**config.mk**
```make
export PLATFORM = sky130hd
export DESIGN_NAME = multicycle_controller
export DESIGN_NICKNAME = d
export VERILOG_FILES = /design/src/rtl/multicycle_controller.sv
export SDC_FILE = /design/constraint.sdc
export NUM_CORES = 1
export LEC_CHECK = 0
export CAP_MARGIN = 20
export CELL_PAD_IN_SITES_DETAIL_PLACEMENT = 1
export CELL_PAD_IN_SITES_GLOBAL_PLACEMENT = 1
export CORE_UTILIZATION = 22
export DETAILED_ROUTE_END_ITERATION = 16
export PLACE_DENSITY = 0.8
export SYNTH_ARGS = -nofsm -noshare
export SYNTH_HDL_FRONTEND = slang
export SYNTH_SLANG_ARGS = --single-unit
export TNS_END_PERCENT = 20
```
**constraint.sdc**
```tcl
create_clock -name clk -period 3.7 [get_ports clk]
set_clock_uncertainty 0.2 [all_clocks]
set_input_delay 0.74 -clock clk [delete_from_list [all_inputs] [get_ports clk]]
set_output_delay 0.74 -clock clk [all_outputs]
set_load 0.02 [all_outputs]
```
**src/rtl/multicycle_controller.sv**
```systemverilog
// Main sequencing FSM and ALU decoder for the multicycle ARM datapath.
// Every output is a combinational function of the current state and the latched instruction fields.
module multicycle_controller #(
    parameter int STATE_W = 4
) (
    input  logic               clk,
    input  logic               reset,
    input  logic [1:0]         op,
    input  logic [5:0]         funct,
    input  logic [3:0]         rd,
    output logic               pcs,
    output logic               next_pc,
    output logic               reg_w,
    output logic               mem_w,
    output logic [1:0]         flag_w,
    output logic               ir_write,
    output logic               adr_src,
    output logic               alu_src_a,
    output logic [1:0]         alu_src_b,
    output logic [1:0]         result_src,
    output logic [1:0]         alu_control,
    output logic [1:0]         imm_src,
    output logic [1:0]         reg_src,
    output logic [STATE_W-1:0] state_dbg
);

    // state    | meaning
    // FETCH    | load IR from mem[PC], PC <= PC + 4
    // DECODE   | read registers, precompute PC + 8
    // MEMADR   | compute load/store address
    // MEMRD    | read data memory
    // MEMWB    | write loaded data to Rd
    // MEMWR    | write data memory
    // EXECUTER | ALU op with register operand B
    // EXECUTEI | ALU op with immediate operand B
    // ALUWB    | write ALU result to Rd
    // BRANCH   | compute branch target, request PC load
    typedef enum logic [STATE_W-1:0] {
        FETCH    = STATE_W'(0),
        DECODE   = STATE_W'(1),
        MEMADR   = STATE_W'(2),
        MEMRD    = STATE_W'(3),
        MEMWB    = STATE_W'(4),
        MEMWR    = STATE_W'(5),
        EXECUTER = STATE_W'(6),
        EXECUTEI = STATE_W'(7),
        ALUWB    = STATE_W'(8),
        BRANCH   = STATE_W'(9)
    } state_t;

    state_t     state_q;
    logic       alu_op;
    logic       branch;
    logic [1:0] dec_ctrl;
    logic       dec_valid;
    logic       dec_arith;
    logic       no_write;

    always_ff @(posedge clk or negedge reset) begin
        if (!reset) begin
            state_q <= FETCH;
        end else begin
            case (state_q)
                FETCH:  state_q <= DECODE;
                DECODE: begin
                    case (op)
                        2'b01:   state_q <= MEMADR;
                        2'b00:   state_q <= funct[5] ? EXECUTEI : EXECUTER;
                        2'b10:   state_q <= BRANCH;
                        default: state_q <= FETCH;
                    endcase
                end
                MEMADR:   state_q <= funct[0] ? MEMRD : MEMWR;
                MEMRD:    state_q <= MEMWB;
                EXECUTER: state_q <= ALUWB;
                EXECUTEI: state_q <= ALUWB;
                default:  state_q <= FETCH;
            endcase
        end
    end

    // Decoded purely from funct so ALUWB can still see no_write after alu_op drops.
    always_comb begin
        dec_ctrl  = 2'b00;
        dec_valid = 1'b1;
        dec_arith = 1'b0;
        no_write  = 1'b0;
        case (funct[4:1])
            4'b0100: dec_arith = 1'b1;
            4'b0010: begin dec_ctrl = 2'b01; dec_arith = 1'b1; end
            4'b0000: dec_ctrl = 2'b10;
            4'b1100: dec_ctrl = 2'b11;
            4'b1010: begin dec_ctrl = 2'b01; dec_arith = 1'b1; no_write = 1'b1; end
            default: begin dec_valid = 1'b0; no_write = 1'b1; end
        endcase
    end

    always_comb begin
        ir_write   = 1'b0;
        next_pc    = 1'b0;
        reg_w      = 1'b0;
        mem_w      = 1'b0;
        adr_src    = 1'b0;
        alu_src_a  = 1'b0;
        alu_src_b  = 2'b00;
        result_src = 2'b00;
        alu_op     = 1'b0;
        branch     = 1'b0;
        case (state_q)
            FETCH: begin
                ir_write   = 1'b1;
                next_pc    = 1'b1;
                alu_src_a  = 1'b1;
                alu_src_b  = 2'b10;
                result_src = 2'b10;
            end
            DECODE: begin
                alu_src_a  = 1'b1;
                alu_src_b  = 2'b10;
                result_src = 2'b10;
            end
            MEMADR: alu_src_b = 2'b01;
            MEMRD:  adr_src = 1'b1;
            MEMWB: begin
                result_src = 2'b01;
                reg_w      = 1'b1;
            end
            MEMWR: begin
                adr_src = 1'b1;
                mem_w   = 1'b1;
            end
            EXECUTER: alu_op = 1'b1;
            EXECUTEI: begin
                alu_src_b = 2'b01;
                alu_op    = 1'b1;
            end
            ALUWB: reg_w = ~no_write;
            BRANCH: begin
                alu_src_b  = 2'b01;
                result_src = 2'b10;
                branch     = 1'b1;
            end
            default: ;
        endcase
    end

    assign alu_control = alu_op ? dec_ctrl : 2'b00;
    assign flag_w      = (alu_op && dec_valid) ? {funct[0], funct[0] & dec_arith} : 2'b00;
    assign pcs         = branch | (reg_w & (rd == 4'hF));
    assign imm_src     = op;
    assign reg_src     = {op == 2'b01, op == 2'b10};
    assign state_dbg   = state_q;

endmodule

```
==> results.yml <==
run_status:
  status: "complete, no violations"
power_and_ir_drop:
  fin_total_pwr_mw: 0.601
  peakVddDrop_uv: 360
  p_leak_nw: 0.298
  power_per_cell_area_nw_per_um2: 722
route:
  final_antenna_net_count: 0
  route.detailed.drc: 0
  wl_per_cell_um: 11.7
  viasPerCell: 4.53
  firstDrtPassIters: 4
  initialDrtViolationCount: 4
  wirelength_um: 1390
  vias: 539
timing:
  hold_violations: 0
  tightestPinTransition_ns: 0.501
  maxSlewViolCount: 0
  tns_ns: 0
  fin_crit_ns: 3.53
  hold_ws_ns: 0.413
  min_period_over_period_pct: 95.4
  fmax_ghz: 0.283
  setup_viol: 0
  relSlewSlack_pct: 66.6
  rsz0062_at_grt: "no"
min_path:
  whs_path_depth: 1
  hold_class: "reg -> reg"
  whs_endpoint: "state_dbg[3]"
  hold_start: "state_dbg[3]"
synthesis:
  ys_warn_count: 0
  netlist_area_um2: 455
  syn_nets: 74
  avgSynthCellArea_um2: 7.59
  synthArstFlopShare_pct: 100
  synth.area.top_cells: "dfrtp_1 22%, nand2b_1 6.9%, buf_4 6.6%"
  synth_edf_count: 0
  ys_ff_latch: 4
  yosysSeqAreaShare_pct: 22.0
  postSynthCellCount: 60
  synth_common_cells: "7 x nor2_1, 5 x a21oi_1, 5 x nand2b_1, 5 x nor3_1"
  yosysTopAreaCell: "dfrtp_1"
  synth_flop_cell: "dfrtp_1"
  synth_most_common_cell: "nor2_1"
  synth_cell_types: 29
  yosysTopAreaCellShare_pct: 22.0
critical_path:
  cp.arrival_ns: 2.59
  r2r_start: "state_dbg[1]"
  cp.required_ns: 2.76
  critPathLaunchType: "input pin"
  rrSetupSlack_ns: 1.94
  setup.worst_path.class: "in -> out"
  r2r-end: "state_dbg[3]"
  path_max_fanout: 2
  crit_path_end_kind: "primary output"
  worst_r2r_path_depth: 3
die:
  dieArea_um2: 2260
  die_y_um: 47.5
  ioPinCount: 37
  start_util_pct: 23.2
  die_x_um: 47.5
  rows: 16
  core_area_um2: 1960
finish:
  synthToLayoutAreaGrowth_pct: 82.7
  largest_register_ffs: 4
  drive_gt1_share_pct: 10.9
  regArea_um2: 100
  fillers: 259
  multi_input_area_um2: 304
  diodes: 0
  num-nets-final: 108
global_route:
  track_usage_pct: 12.9
  grt_first_pass_wirelength_um: 2010
  overflow: 0
  grt_pass1_vias: 504
  grt_max_degree: 17
  antenna_found_initial: 0
clock_network:
  cts_root_buf: "clkbuf_4"
  numCtsBuffers: 3
  cts_max_level: 1
  cts_buffer_depth: 2
  clk-insertion-delay-late_ns: 0.23
  path_clk_slew_ns: 0.04
  cts-resized-gates: 0
  numClockSinks: 4
  post-cts-setup-buffers: 0
  cts_tree: "done"
  cts-hold-fix-buffers: 0
placement:
  gp_congestion: 0.691
  dpl.hpwl_um: 1110
  port_buffers: 36
job:
  drv_cap: 0
## cells in the final DEF, fill, tap and decap left out, drive strengths merged
master,netlist,final
clkdlybuf4s50,0,36
nor2,7,7
nor3,5,5
nand2b,5,5
a21oi,5,5
dfrtp,4,4
nor2b,3,3
clkbuf,2,3
o21ai,2,2
or3b,2,2
nor3b,2,2
a211oi,2,2
or2,1,1
mux2i,1,1
a22o,1,1
a2bb2oi,1,1
mux2,1,1
o31a,1,1
nand2,1,1
inv,1,1
or4b,1,1
nand3b,1,1
or3,1,1
xnor2,1,1
xor2,1,1
nand4,1,1
o22ai,1,1
buf,6,1
## cells by family (layout without fill, tap and decap cells)
family / count (synthesis) / in the layout / synth area share (%)
simple gates: 30 / 30 / 39.0
compound gates: 13 / 13 / 19.2
buf+inv: 9 / 41 / 11.3
flops: 4 / 4 / 22.0
xor+xnor: 2 / 2 / 3.85
mux: 2 / 2 / 4.67
## worst max path at each step
stage / start / end / slack (ns)
2_1_floorplan: funct[3] / reg_w / 0.74
3_3_place_gp: funct[3] / reg_w / 0.20
3_5_place_dp: funct[3] / pcs / 0.18
4_1_cts: funct[3] / pcs / 0.16
5_1_grt: funct[2] / reg_w / 0.05
6_report: funct[3] / reg_w / 0.17
## routing by layer
layer	up-vias	wire length [um]	track usage (%)
met1	238	623	13.2
met2	28	665	23.8
met5	-	0	0
met3	0	103	3.40
li1	273	-	-
met4	0	0	6.86
## power breakdown
group | leakage, nW | switching [mW] | internal, mW
Sequential | 0.0517 | 0.0576 | 0.0615
Clock | 0.0138 | 0.0178 | 0.0363
Combinational | 0.233 | 0.212 | 0.216
Total | 0.298 | 0.287 | 0.314
## critical path, cell delays in order
cell and delay (ns):
clkdlybuf4s50_1 0.50, mux2_2 0.34, o31a_1 0.25, nor3_1 0.13, clkdlybuf4s50_1 0.63
## layout make-up
class / count / share of cell area [%]
repair buffers: 37 / 44.2
flip-flops and latches: 4 / 12.0
well taps: 27 / 4.06
clock buffers: 3 / 2.71
inverters: 1 / 0.451
multi-input cells: 47 / 36.5
## stage by stage
| step | setup slack [ns] | area (um2) | util [%] | cells |
|---|---|---|---|---|
| floorplan | 0.741 | 455 | - | 60 |
| global placement | 0.196 | 810 | 41.3 | 116 |
| detailed placement | 0.175 | 810 | 41.3 | 116 |
| CTS | 0.164 | 832 | 42.4 | 119 |
| global route | 0.0532 | 832 | 42.4 | 119 |
| finish | 0.170 | 832 | 42.4 | 119 |
Power figures use the tool's default switching activity.
